## config.mk

```make
export PLATFORM = sky130hd
export DESIGN_NAME = vend_ctrl_param
export DESIGN_NICKNAME = d
export VERILOG_FILES = /design/src/rtl/vend_ctrl_param.sv
export SDC_FILE = /design/constraint.sdc
export NUM_CORES = 1
export LEC_CHECK = 0
export CAP_MARGIN = 10
export CORE_AREA = 2 2 111 113
export CTS_CLUSTER_SIZE = 14
export DETAILED_ROUTE_END_ITERATION = 7
export DIE_AREA = 0 0 113 115
export REMOVE_ABC_BUFFERS = 1
export SYNTH_ARGS = -nofsm -noshare
export SYNTH_HDL_FRONTEND = slang
export SYNTH_SLANG_ARGS = --single-unit
```

## constraint.sdc

```tcl
create_clock -name clk -period 5.6 [get_ports clk]
set_input_delay 0.56 -clock clk [delete_from_list [all_inputs] [get_ports clk]]
set_output_delay 0.56 -clock clk [all_outputs]
set_load 0.1 [all_outputs]
```

## src/rtl/vend_ctrl_param.sv

```systemverilog
// Parametrised vending controller: coin credit, N priced products with stock
// counters, inactivity refund, and coin-by-coin change over valid/ack handshakes.
module vend_ctrl_param #(
    parameter int NUM_ITEMS  = 4,
    parameter int CREDIT_W   = 8,
    parameter int MAX_CREDIT = 200,
    parameter int STOCK_W    = 4,
    parameter int STOCK_INIT = 5,
    parameter int TIMEOUT    = 1000
) (
    input  logic                            clk,
    input  logic                            clr,
    input  logic                            en,
    input  logic                            coin_nickel,
    input  logic                            coin_dime,
    input  logic                            coin_quarter,
    input  logic [NUM_ITEMS-1:0]            sel,
    input  logic                            purchase,
    input  logic                            cancel,
    input  logic                            restock,
    input  logic [NUM_ITEMS*CREDIT_W-1:0]   prices,
    input  logic                            vend_ack,
    input  logic                            coin_out_ack,
    output logic [CREDIT_W-1:0]             credit,
    output logic                            vend_valid,
    output logic [$clog2(NUM_ITEMS)-1:0]    vend_item,
    output logic                            coin_out_valid,
    output logic [1:0]                      coin_out_type,
    output logic                            coin_reject,
    output logic [1:0]                      err,
    output logic [NUM_ITEMS-1:0]            sold_out,
    output logic                            busy
);

    localparam int IDX_W = $clog2(NUM_ITEMS);
    localparam int TMR_W = $clog2(TIMEOUT + 1);

    localparam logic [1:0] ERR_OK     = 2'b00;
    localparam logic [1:0] ERR_CREDIT = 2'b01;
    localparam logic [1:0] ERR_SOLD   = 2'b10;
    localparam logic [1:0] ERR_SEL    = 2'b11;

    typedef enum logic [1:0] {S_IDLE, S_CREDIT, S_VEND, S_CHANGE} state_t;

    state_t                 state_q, state_d;
    logic [CREDIT_W-1:0]    credit_q, credit_d;
    logic [1:0]             err_q, err_d;
    logic [TMR_W-1:0]       tmr_q, tmr_d;
    logic [IDX_W-1:0]       vend_item_q, vend_item_d;
    logic                   vend_valid_q, coin_out_valid_q, coin_reject_q, coin_reject_d;
    logic [1:0]             coin_out_type_q;
    logic [STOCK_W-1:0]     stock_q [NUM_ITEMS];

    logic                   restock_take, dec_en, coin_take;
    logic                   coin_any, lower_rej, coin_fits;
    logic [CREDIT_W-1:0]    coin_val, price;
    logic [CREDIT_W:0]      sum;
    logic [IDX_W-1:0]       sel_idx;
    logic                   buy_ok;
    logic [1:0]             buy_err;

    function automatic logic [1:0] coin_for(input logic [CREDIT_W-1:0] c);
        if (c >= CREDIT_W'(25))      return 2'b11;
        else if (c >= CREDIT_W'(10)) return 2'b10;
        else if (c >= CREDIT_W'(5))  return 2'b01;
        else                         return 2'b00;
    endfunction

    function automatic logic [CREDIT_W-1:0] coin_value(input logic [1:0] t);
        case (t)
            2'b11:   return CREDIT_W'(25);
            2'b10:   return CREDIT_W'(10);
            2'b01:   return CREDIT_W'(5);
            default: return '0;
        endcase
    endfunction

    // Highest-value coin wins a simultaneous drop; the rest are refused outright.
    always_comb begin
        coin_any  = coin_quarter | coin_dime | coin_nickel;
        lower_rej = (coin_quarter & (coin_dime | coin_nickel)) | (coin_dime & coin_nickel);
        if (coin_quarter)   coin_val = CREDIT_W'(25);
        else if (coin_dime) coin_val = CREDIT_W'(10);
        else if (coin_nickel) coin_val = CREDIT_W'(5);
        else                coin_val = '0;
        sum       = {1'b0, credit_q} + {1'b0, coin_val};
        coin_fits = sum <= (CREDIT_W + 1)'(MAX_CREDIT);
    end

    always_comb begin
        sel_idx = '0;
        for (int i = 0; i < NUM_ITEMS; i++) begin
            if (sel[i]) sel_idx = IDX_W'(i);
        end
        price   = prices[sel_idx*CREDIT_W +: CREDIT_W];
        buy_ok  = 1'b0;
        buy_err = ERR_OK;
        if (!$onehot(sel))                buy_err = ERR_SEL;
        else if (stock_q[sel_idx] == '0)  buy_err = ERR_SOLD;
        else if (credit_q < price)        buy_err = ERR_CREDIT;
        else                              buy_ok  = 1'b1;
    end

    always_comb begin
        state_d      = state_q;
        credit_d     = credit_q;
        err_d        = err_q;
        tmr_d        = '0;
        vend_item_d  = vend_item_q;
        restock_take = 1'b0;
        dec_en       = 1'b0;
        coin_take    = 1'b0;
        case (state_q)
            S_IDLE: begin
                restock_take = restock;
                coin_take    = coin_any && coin_fits;
                if (coin_take) begin
                    credit_d = sum[CREDIT_W-1:0];
                    state_d  = S_CREDIT;
                    err_d    = ERR_OK;
                end
                if (purchase) err_d = ERR_CREDIT;
            end
            S_CREDIT: begin
                restock_take = restock;
                if (cancel) begin
                    state_d = S_CHANGE;
                    err_d   = ERR_OK;
                end else if (purchase && buy_ok) begin
                    credit_d    = credit_q - price;
                    dec_en      = 1'b1;
                    vend_item_d = sel_idx;
                    err_d       = ERR_OK;
                    state_d     = S_VEND;
                end else begin
                    coin_take = coin_any && coin_fits;
                    if (coin_take) begin
                        credit_d = sum[CREDIT_W-1:0];
                        err_d    = ERR_OK;
                    end
                    if (purchase) err_d = buy_err;
                    if (!(coin_take || purchase)) begin
                        tmr_d = tmr_q + 1'b1;
                        if (tmr_d >= TMR_W'(TIMEOUT)) state_d = S_CHANGE;
                    end
                end
            end
            S_VEND: begin
                if (vend_ack) state_d = (credit_q != '0) ? S_CHANGE : S_IDLE;
            end
            S_CHANGE: begin
                if (coin_out_ack) begin
                    credit_d = credit_q - coin_value(coin_out_type_q);
                    if (credit_d == '0) state_d = S_IDLE;
                end
            end
            default: state_d = S_IDLE;
        endcase
        // A sub-nickel remainder (odd price) cannot be paid out and is forfeited.
        if (state_d == S_CHANGE && credit_d < CREDIT_W'(5)) begin
            state_d  = S_IDLE;
            credit_d = '0;
        end
        if (state_d == S_IDLE && state_q != S_IDLE) err_d = ERR_OK;
        coin_reject_d = lower_rej | (coin_any & ~coin_take);
    end

    always_ff @(posedge clk or posedge clr) begin
        if (clr) begin
            state_q          <= S_IDLE;
            credit_q         <= '0;
            err_q            <= ERR_OK;
            tmr_q            <= '0;
            vend_item_q      <= '0;
            vend_valid_q     <= 1'b0;
            coin_out_valid_q <= 1'b0;
            coin_out_type_q  <= 2'b00;
            coin_reject_q    <= 1'b0;
        end else if (en) begin
            state_q          <= state_d;
            credit_q         <= credit_d;
            err_q            <= err_d;
            tmr_q            <= tmr_d;
            vend_item_q      <= vend_item_d;
            vend_valid_q     <= (state_d == S_VEND);
            coin_out_valid_q <= (state_d == S_CHANGE);
            coin_out_type_q  <= (state_d == S_CHANGE) ? coin_for(credit_d) : 2'b00;
            coin_reject_q    <= coin_reject_d;
        end
    end

    genvar gi;
    generate
        for (gi = 0; gi < NUM_ITEMS; gi++) begin : g_stock
            logic [STOCK_W-1:0] base_d, stock_d;
            always_comb begin
                base_d  = restock_take ? STOCK_W'(STOCK_INIT) : stock_q[gi];
                stock_d = base_d;
                if (dec_en && sel_idx == IDX_W'(gi) && base_d != '0) stock_d = base_d - 1'b1;
            end
            always_ff @(posedge clk or posedge clr) begin
                if (clr)     stock_q[gi] <= STOCK_W'(STOCK_INIT);
                else if (en) stock_q[gi] <= stock_d;
            end
            assign sold_out[gi] = (stock_q[gi] == '0);
        end
    endgenerate

    assign credit         = credit_q;
    assign vend_valid     = vend_valid_q;
    assign vend_item      = vend_item_q;
    assign coin_out_valid = coin_out_valid_q;
    assign coin_out_type  = coin_out_type_q;
    assign coin_reject    = coin_reject_q;
    assign err            = err_q;
    assign busy           = (state_q == S_VEND) || (state_q == S_CHANGE);

endmodule
```

==> results of run 1 <==
-- stage by stage --
step	instance area [µm²]	utilization, %	power (mW)	setup WS, ps	cells
2_1_floorplan	4440	-	2.09	1190	542
3_3_place_gp	5330	45.2	2.63	638	762
6_report	5480	46.4	2.97	824	770
5_1_grt	5480	46.4	3.16	494	770
3_5_place_dp	5330	45.2	2.64	533	762
4_1_cts	5480	46.4	2.95	845	770
-- where the power goes --
part           internal, mW  switching (mW)  leakage (nW)  total, mW
clock                 0.166           0.133        0.0702      0.299
sequential            0.392           0.199         0.574      0.591
combinational         0.745            1.33          1.55       2.08
total                  1.30            1.66          2.19       2.97
-- logic make-up (layout without fill, tap and decap cells) --
| family | count (synthesis) | after routing | synth area share [%] |
|---|---|---|---|
| flip-flops | 45 | 45 | 24.7 |
| AND/OR/NAND/NOR | 216 | 216 | 23.2 |
| AO/OA/AOI/OAI | 184 | 184 | 29.7 |
| buffers and inverters | 60 | 112 | 6.09 |
| multiplexers | 17 | 17 | 3.89 |
| adder cells (fa/ha/maj) | 30 | 30 | 8.81 |
| XOR/XNOR | 19 | 19 | 3.62 |
-- layout make-up --
| cell class | count | area share, % |
|---|---|---|
| Sequential cell | 45 | 20.7 |
| Clock buffer | 5 | 2.28 |
| Tap cell | 147 | 3.36 |
| Timing Repair Buffer | 73 | 13.0 |
| Clock inverter | 3 | 0.388 |
| Inverter | 31 | 2.12 |
| Multi-Input combinational cell | 466 | 58.1 |
-- cell usage after synthesis, drive strengths merged (7+ instances only) --
library cell / count
mux2i: 10
o22ai: 14
nand2: 65
dfstp: 8
nor2: 49
a211oi: 8
nand3: 19
a21o: 9
nor4: 11
buf: 11
clkbuf: 18
xnor2: 12
xor2: 7
o21a: 8
inv: 31
a31oi: 7
o31ai: 9
ha: 26
and3: 11
a21oi: 38
nor2b: 8
nand2b: 8
nor3: 15
mux2: 7
o21ai: 37
dfrtp: 37
-- registers in the layout (all words and copies together) (netlist names) --
| signal | cells |
|---|---|
| tmr_q | 10 |
| vend_item | 2 |
| vend_valid | 1 |
| coin_reject | 1 |
| stock_q | 16 |
| coin_out_type | 2 |
| coin_out_valid | 1 |
| err | 2 |
| state_q | 2 |
| credit | 8 |
-- how the worst max path moves through the flow --
stage,startpoint,to,cells after the start
2_1_floorplan,credit[1],err[1],13
3_3_place_gp,sel[1],err[1],17
3_5_place_dp,sel[1],err[1],19
4_1_cts,sel[1],err[1],19
5_1_grt,sel[1],err[1],18
6_report,sel[1],err[1],17
-- per-layer routing --
metal | up-vias | share of wire, %
met4 | 0 | 3.5
met3 | 35 | 5.8
li1 | 2212 | -
met5 | - | 0
met2 | 147 | 46
met1 | 2108 | 45
==> results.md, run 1 <==
* Tot GR Track Use at 20.9%
* GPL Wtd Cong at slightly below 1
* Syn Std Cell Area at between 0.004 and 0.005 mm²
* Reg-to-reg startpoint: credit[1]
* Placeable Area at approximately 0.012 mm²
* Most frequent cells in the layout: clkdlybuf4s50_1 (67), nand2_1 (65), nor2_1 (48), dfrtp_1 (37), a21oi_1 (34)
* Die area at ~0.013 mm²
* Initial DRC Count at approximately 260
* Met1 GRT Util at between 20 and 30%
* Peak VDD IR at 0.213 mV
* Post-synth EDFFs at 0
* FF-to-FF End: err[1]
* Clk_skew at about 6.5 ps
* Post-CTS Setup Repair Bufs at 0
* Worst-Margin Slew at a little over 1000 ps
* Worst-path clk slew at 70 ps
* Synth Flop Type: dfrtp_1
* Ant. Diodes at 0
* Power Dens Cells at 541 mW/mm²
* WP buf/inv at 2
* CP max-delay cell: clkdlybuf4s50_1
* Initial Util at between 30 and 40%
* CP max stage delay at slightly above 600 ps
* Setup TNS at 0 ps
* Met3 usage at roughly 3.2%
* Cts bufs inserted at 5
* Residual DRC count at 5
* DIE WIDTH at 113 µm
* Worst path cell trace: clkdlybuf4s50_1 -> buf_4 -> nor2b_1 -> a211oi_1 -> o31ai_1 -> fa_1 -> nor2b_1 -> o2111a_1 -> o32ai_4 -> nor2_2 -> o31a_1 -> a21oi_2 -> a2bb2oi_2 -> o41ai_2 -> and3_1 -> o21ai_2 -> a21o_1
* Die Ht at 115 µm
* Number of vias per cell at 5.85
* Hold path start: tmr_q[9]
* Multi-input logic area at ~0.0032 mm²
* HP Class: flip-flop to flip-flop
* Net count, final at roughly 700
* Unique masters post-synth at 80
* Hold Buf Count CTS at 0
* Clock buffer depth at 2
* Max-slew violations at 0
* Leakage at 2.19 nW
* Failing checks: DRC
* R2R setup slack at roughly 1100 ps
* CTS Sinks at between 40 and 50
* IO Count at 69
* Worst Hold Depth at 1
* Layout cells sized above 1 at under 10%
* Grt met2 use at approximately a third
* Crit Path Max Fanout at 14
* Register area at around 0.0011 mm²
* Setup crit end kind: flip-flop
* Root Driver: clkbuf_16
* DR WL/cell at approximately 17 µm
* Req. time, crit path at 5780 ps
* TritonCTS clock tree: yes
* Vias in the first global route at 4350
* Fill cells at between 1000 and 1500
* Vias at between 4000 and 5000
* Row cnt at 40
* Port bufs at between 60 and 70
* Worst skew pair latency at a little under 300 ps
* Asr flop ratio synth at between 90% and 100%
* Synth top area cells: dfrtp_1 (20%), ha_1 (7.1%), nand2_1 (5.3%)
* Cell count after synthesis at 571
* CP arrival at 4960 ps
* Area Growth Syn to Fin at 19.1%
* Top-area cell type share of the netlist area at just over 20%
* Status: finished, violations left
* Max_cap viols at 0
* Hold WS at around 490 ps
* Min Tclk post-route at about 4800 ps
* Relative slew slack at 31.8%
* Mean post-synth cell area at ~8.1 µm²
* Busiest grt layer: met2
* Kind of critical path: input pin to flip-flop
* Initial antenna violation count at 0
* DPL Wire Length at roughly 10000 µm
* Final period util at a little under nine tenths
* Post-DRT Antenna Nets at 0
* Worst Setup Start Kind: input pin
* Final wirelength at about 13000 µm
* Pre-Repair DR Iteration Count at 8
* Top delay family on crit path: compound AO/OA/AOI/OAI gates
* Gr ovfl total at 0
* FF+latch count, synth at between 40 and 50
* Commonest non-fill, non-tap cell in the layout: clkdlybuf4s50_1
* YS warnings at 0
* CTS H-tree depth at 2
* Final Hold Viols at 0
* First-pass GRT wire length at between 20000 and 25000 µm
* RSZ-0062 raised after global routing: false
* Largest net degree at the start of global routing at 58
* Hold endpoint: tmr_q[9]
* Seq/Total Area, Yosys at 24.7%
* Highest clock rate at 0.209 GHz
* Worst reg2reg path depth at 13
* Final setup viols at 0
* Crit path top cell by count: nor2b_1
* CTS resizes at 0
* Dominant cell type by area after synthesis: dfrtp_1
Note: power is estimated with default switching activity, not from simulation.
==> inputs of run 2 (changes only) <==
--- a/config.mk
+++ b/config.mk
@@ -10,6 +10,7 @@
 export CTS_CLUSTER_SIZE = 14
 export DETAILED_ROUTE_END_ITERATION = 7
 export DIE_AREA = 0 0 113 115
+export GPL_TIMING_DRIVEN = 0
 export REMOVE_ABC_BUFFERS = 1
 export SYNTH_ARGS = -nofsm -noshare
 export SYNTH_HDL_FRONTEND = slang
==> run 2 against run 1 <==
Net effect:
- the flow still finishes with violations (DRC)
- sequential power down 1%
- global-route usage down 0.28 points
- combinational power about the same
- flip-flop and latch count unchanged
- critical endpoint is now coin_out_type[0]
- core utilization about the same
- die area unchanged
==> results.md, run 2 (synthesis gave the netlist of run 1 again) <==
* Status: finished, violations left
* Failing checks: DRC
* Clk_skew at 5.49 ps (-0.974 ps)
* Largest net degree at the start of global routing at 41 (-29%)
* Clock buffer depth at 2 (unchanged)
* Worst-path clk slew at 70 ps (about the same)
* Initial Util at 39.0% (unchanged)
* GPL Wtd Cong at 0.992 (+1.4%)
* Combinational power share at 70.0% (about the same)
* Area Growth Syn to Fin at 19.2% (about the same)
* Worst reg2reg path depth at 13 (unchanged)
* Peak VDD IR at 0.186 mV (-12%)
* Initial antenna violation count at 0 (unchanged)
* Hold WS at 475 ps (-19.1 ps)
* Worst Hold Depth at 2 (+1)
* Die area at 0.0130 mm² (unchanged)
* Kind of critical path: input pin to flip-flop
* DPL Wire Length at 9960 µm (-0.50%)
* First-pass GRT wire length at 21900 µm (-0.66%)
* Gr ovfl total at 0 (unchanged)
* Row cnt at 40 (unchanged)
* Port bufs at 68 (unchanged)
* FF-to-FF End: coin_out_type[0]
* Residual DRC count at 5 (unchanged)
* Worst Setup Start Kind: input pin
* DR WL/cell at 17.4 µm (-0.51%)
* Cells after DPL at 759 (-0.39%)
* Internal Power at 1.30 mW (-0.22%)
* Req. time, crit path at 5810 ps (+30 ps)
* Die Ht at 115 µm (unchanged)
* CP arrival at 5450 ps (+490 ps)
* Layout cells sized above 1 at 8.06% (-0.44 points)
* Vias at 4530 (+0.62%)
* Ant. Diodes at 0 (unchanged)
* Worst-Margin Slew at 1110 ps (+94.9 ps)
* Post-CTS Setup Repair Bufs at 0 (unchanged)
* Tot GR Track Use at 20.6% (-0.28 points)
* Highest clock rate at 0.191 GHz (-8.8%)
* Placeable Area at 0.0118 mm² (unchanged)
* Min Tclk post-route at 5240 ps (+462 ps)
* Reg-to-reg startpoint: credit[1]
* Worst skew pair latency at 290 ps (about the same)
* Crit Path Max Fanout at 22 (+8)
* Cts bufs inserted at 5 (unchanged)
* Placement Setup Slack at -20.7 ps (-553 ps)
* Power Dens Cells at 539 mW/mm² (-0.38%)
* Initial DRC Count at 243 (-7.6%)
* Final wirelength at 13300 µm (-0.90%)
* Final period util at 93.5% (+8.3 points)
* R2R setup slack at 1140 ps (+40 ps)
* Hold endpoint: vend_item[1]
* Root Driver: clkbuf_16
* Number of vias per cell at 5.91 (+1.0%)
* Post-DRT Antenna Nets at 0 (unchanged)
* Final Hold Viols at 0 (unchanged)
* Most frequent cells in the layout: clkdlybuf4s50_1 (66), nand2_1 (65), nor2_1 (48), dfrtp_1 (37), a21oi_1 (34)
* Max-slew violations at 0 (unchanged)
* Clock Power Share at 10.3% (+0.2 points)
* CTS H-tree depth at 2 (unchanged)
* Setup crit end kind: flip-flop
* Max_cap viols at 0 (unchanged)
* Net count, final at 696 (-0.43%)
* RSZ-0062 raised after global routing: false
* Fin cells at 767 (-0.39%)
* Leakage at 2.19 nW (+0.17%)
* Vias in the first global route at 4410 (+1.4%)
* CTS Sinks at 45 (unchanged)
* Hold path start: vend_item[1]
* Max reg flops at 16 (unchanged)
* DIE WIDTH at 113 µm (unchanged)
* TritonCTS clock tree: yes
* Net Sw Power at 1.66 mW (-0.33%)
* Flop pwr share at 19.7% (-0.2 points)
* IO Count at 69 (unchanged)
* Final Util at 46.4% (about the same)
* Commonest non-fill, non-tap cell in the layout: clkdlybuf4s50_1
* Pre-Repair DR Iteration Count at 6 (-2)
* PnR worst setup slack at 362 ps (-462 ps)
* Fill cells at 1182 (+1.1%)
* HP Class: flip-flop to flip-flop
* Most flops, register: stock_q
* Switching Share at 56.0% (about the same)
* Final setup viols at 0 (unchanged)
* Relative slew slack at 25.6% (-6.3 points)
## run 2: metal layers
layer / GRT usage (%) / up-vias / part of all wire [%]
met1: 27.7 / 2150 / 46
met2: 34.7 / 143 / 46
met5: 0 / - / 0
li1: - / 2215 / -
met4: 6.02 / 0 / 1.9
met3: 2.64 / 22 / 5.7
## run 2: how the worst max path moves through the flow
| stage | startpoint | end | slack (ps) | cells after the start |
|---|---|---|---|---|
| after floorplan | credit[1] | err[1] | 1190 | 13 |
| after global placement | sel[1] | coin_out_type[0] | -30 | 18 |
| after detailed placement | sel[1] | coin_out_type[0] | -20 | 17 |
| after CTS | sel[1] | coin_out_type[0] | 260 | 17 |
| after global routing | sel[3] | coin_out_type[0] | 120 | 15 |
| final | sel[3] | coin_out_type[0] | 360 | 15 |
## run 2: timing repair
item,CTS,global route
hold buffers,0,0
gates resized for setup,0,1
setup endpoints to repair,0,2
## run 2: final cells by class
class	count	area, µm²	area share (%)
clock inverters	3	21.3	0.388
clock buffers	5	125	2.28
inverters	31	116	2.12
well taps	147	184	3.35
multi-input cells	466	3180	58.1
flip-flops and latches	45	1140	20.7
repair buffers	70	718	13.1
## run 2: stage by stage
stage	instance area, µm²	TNS, ps	power [mW]
3_3_place_gp	5300	-29.1	2.59
6_report	5490	0	2.96
2_1_floorplan	4440	0	2.09
3_5_place_dp	5340	-20.7	2.62
4_1_cts	5480	0	2.94
5_1_grt	5490	0	3.14
## run 2: power groups by stage
| stage | combinational [mW] | sequential, mW | clock (mW) |
|---|---|---|---|
| after floorplan | 1.17 | 0.922 | 0 |
| after global placement | 2.01 | 0.582 | 0 |
| after detailed placement | 2.04 | 0.586 | 0 |
| after CTS | 2.05 | 0.579 | 0.314 |
| after global routing | 2.22 | 0.596 | 0.330 |
| final | 2.07 | 0.583 | 0.304 |
## run 2: worst max-delay path, stage by stage
cell	delay [ps]
clkdlybuf4s50_1	930
inv_1	220
fa_1	520
inv_1	40
ha_1	170
ha_1	270
nor3_1	320
o31ai_2	180
nor2_2	540
nand2_1	130
o311ai_1	610
nor3_1	200
and3_1	310
a211o_1	350
o21ai_0	80
==> inputs of run 3 (changes only) <==
--- a/config.mk
+++ b/config.mk
@@ -7,7 +7,6 @@
 export LEC_CHECK = 0
 export CAP_MARGIN = 10
 export CORE_AREA = 2 2 111 113
-export CTS_CLUSTER_SIZE = 14
 export DETAILED_ROUTE_END_ITERATION = 7
 export DIE_AREA = 0 0 113 115
 export GPL_TIMING_DRIVEN = 0
==> results of run 3 <==
Final layout, timing and power as in run 2 (identical DEF).
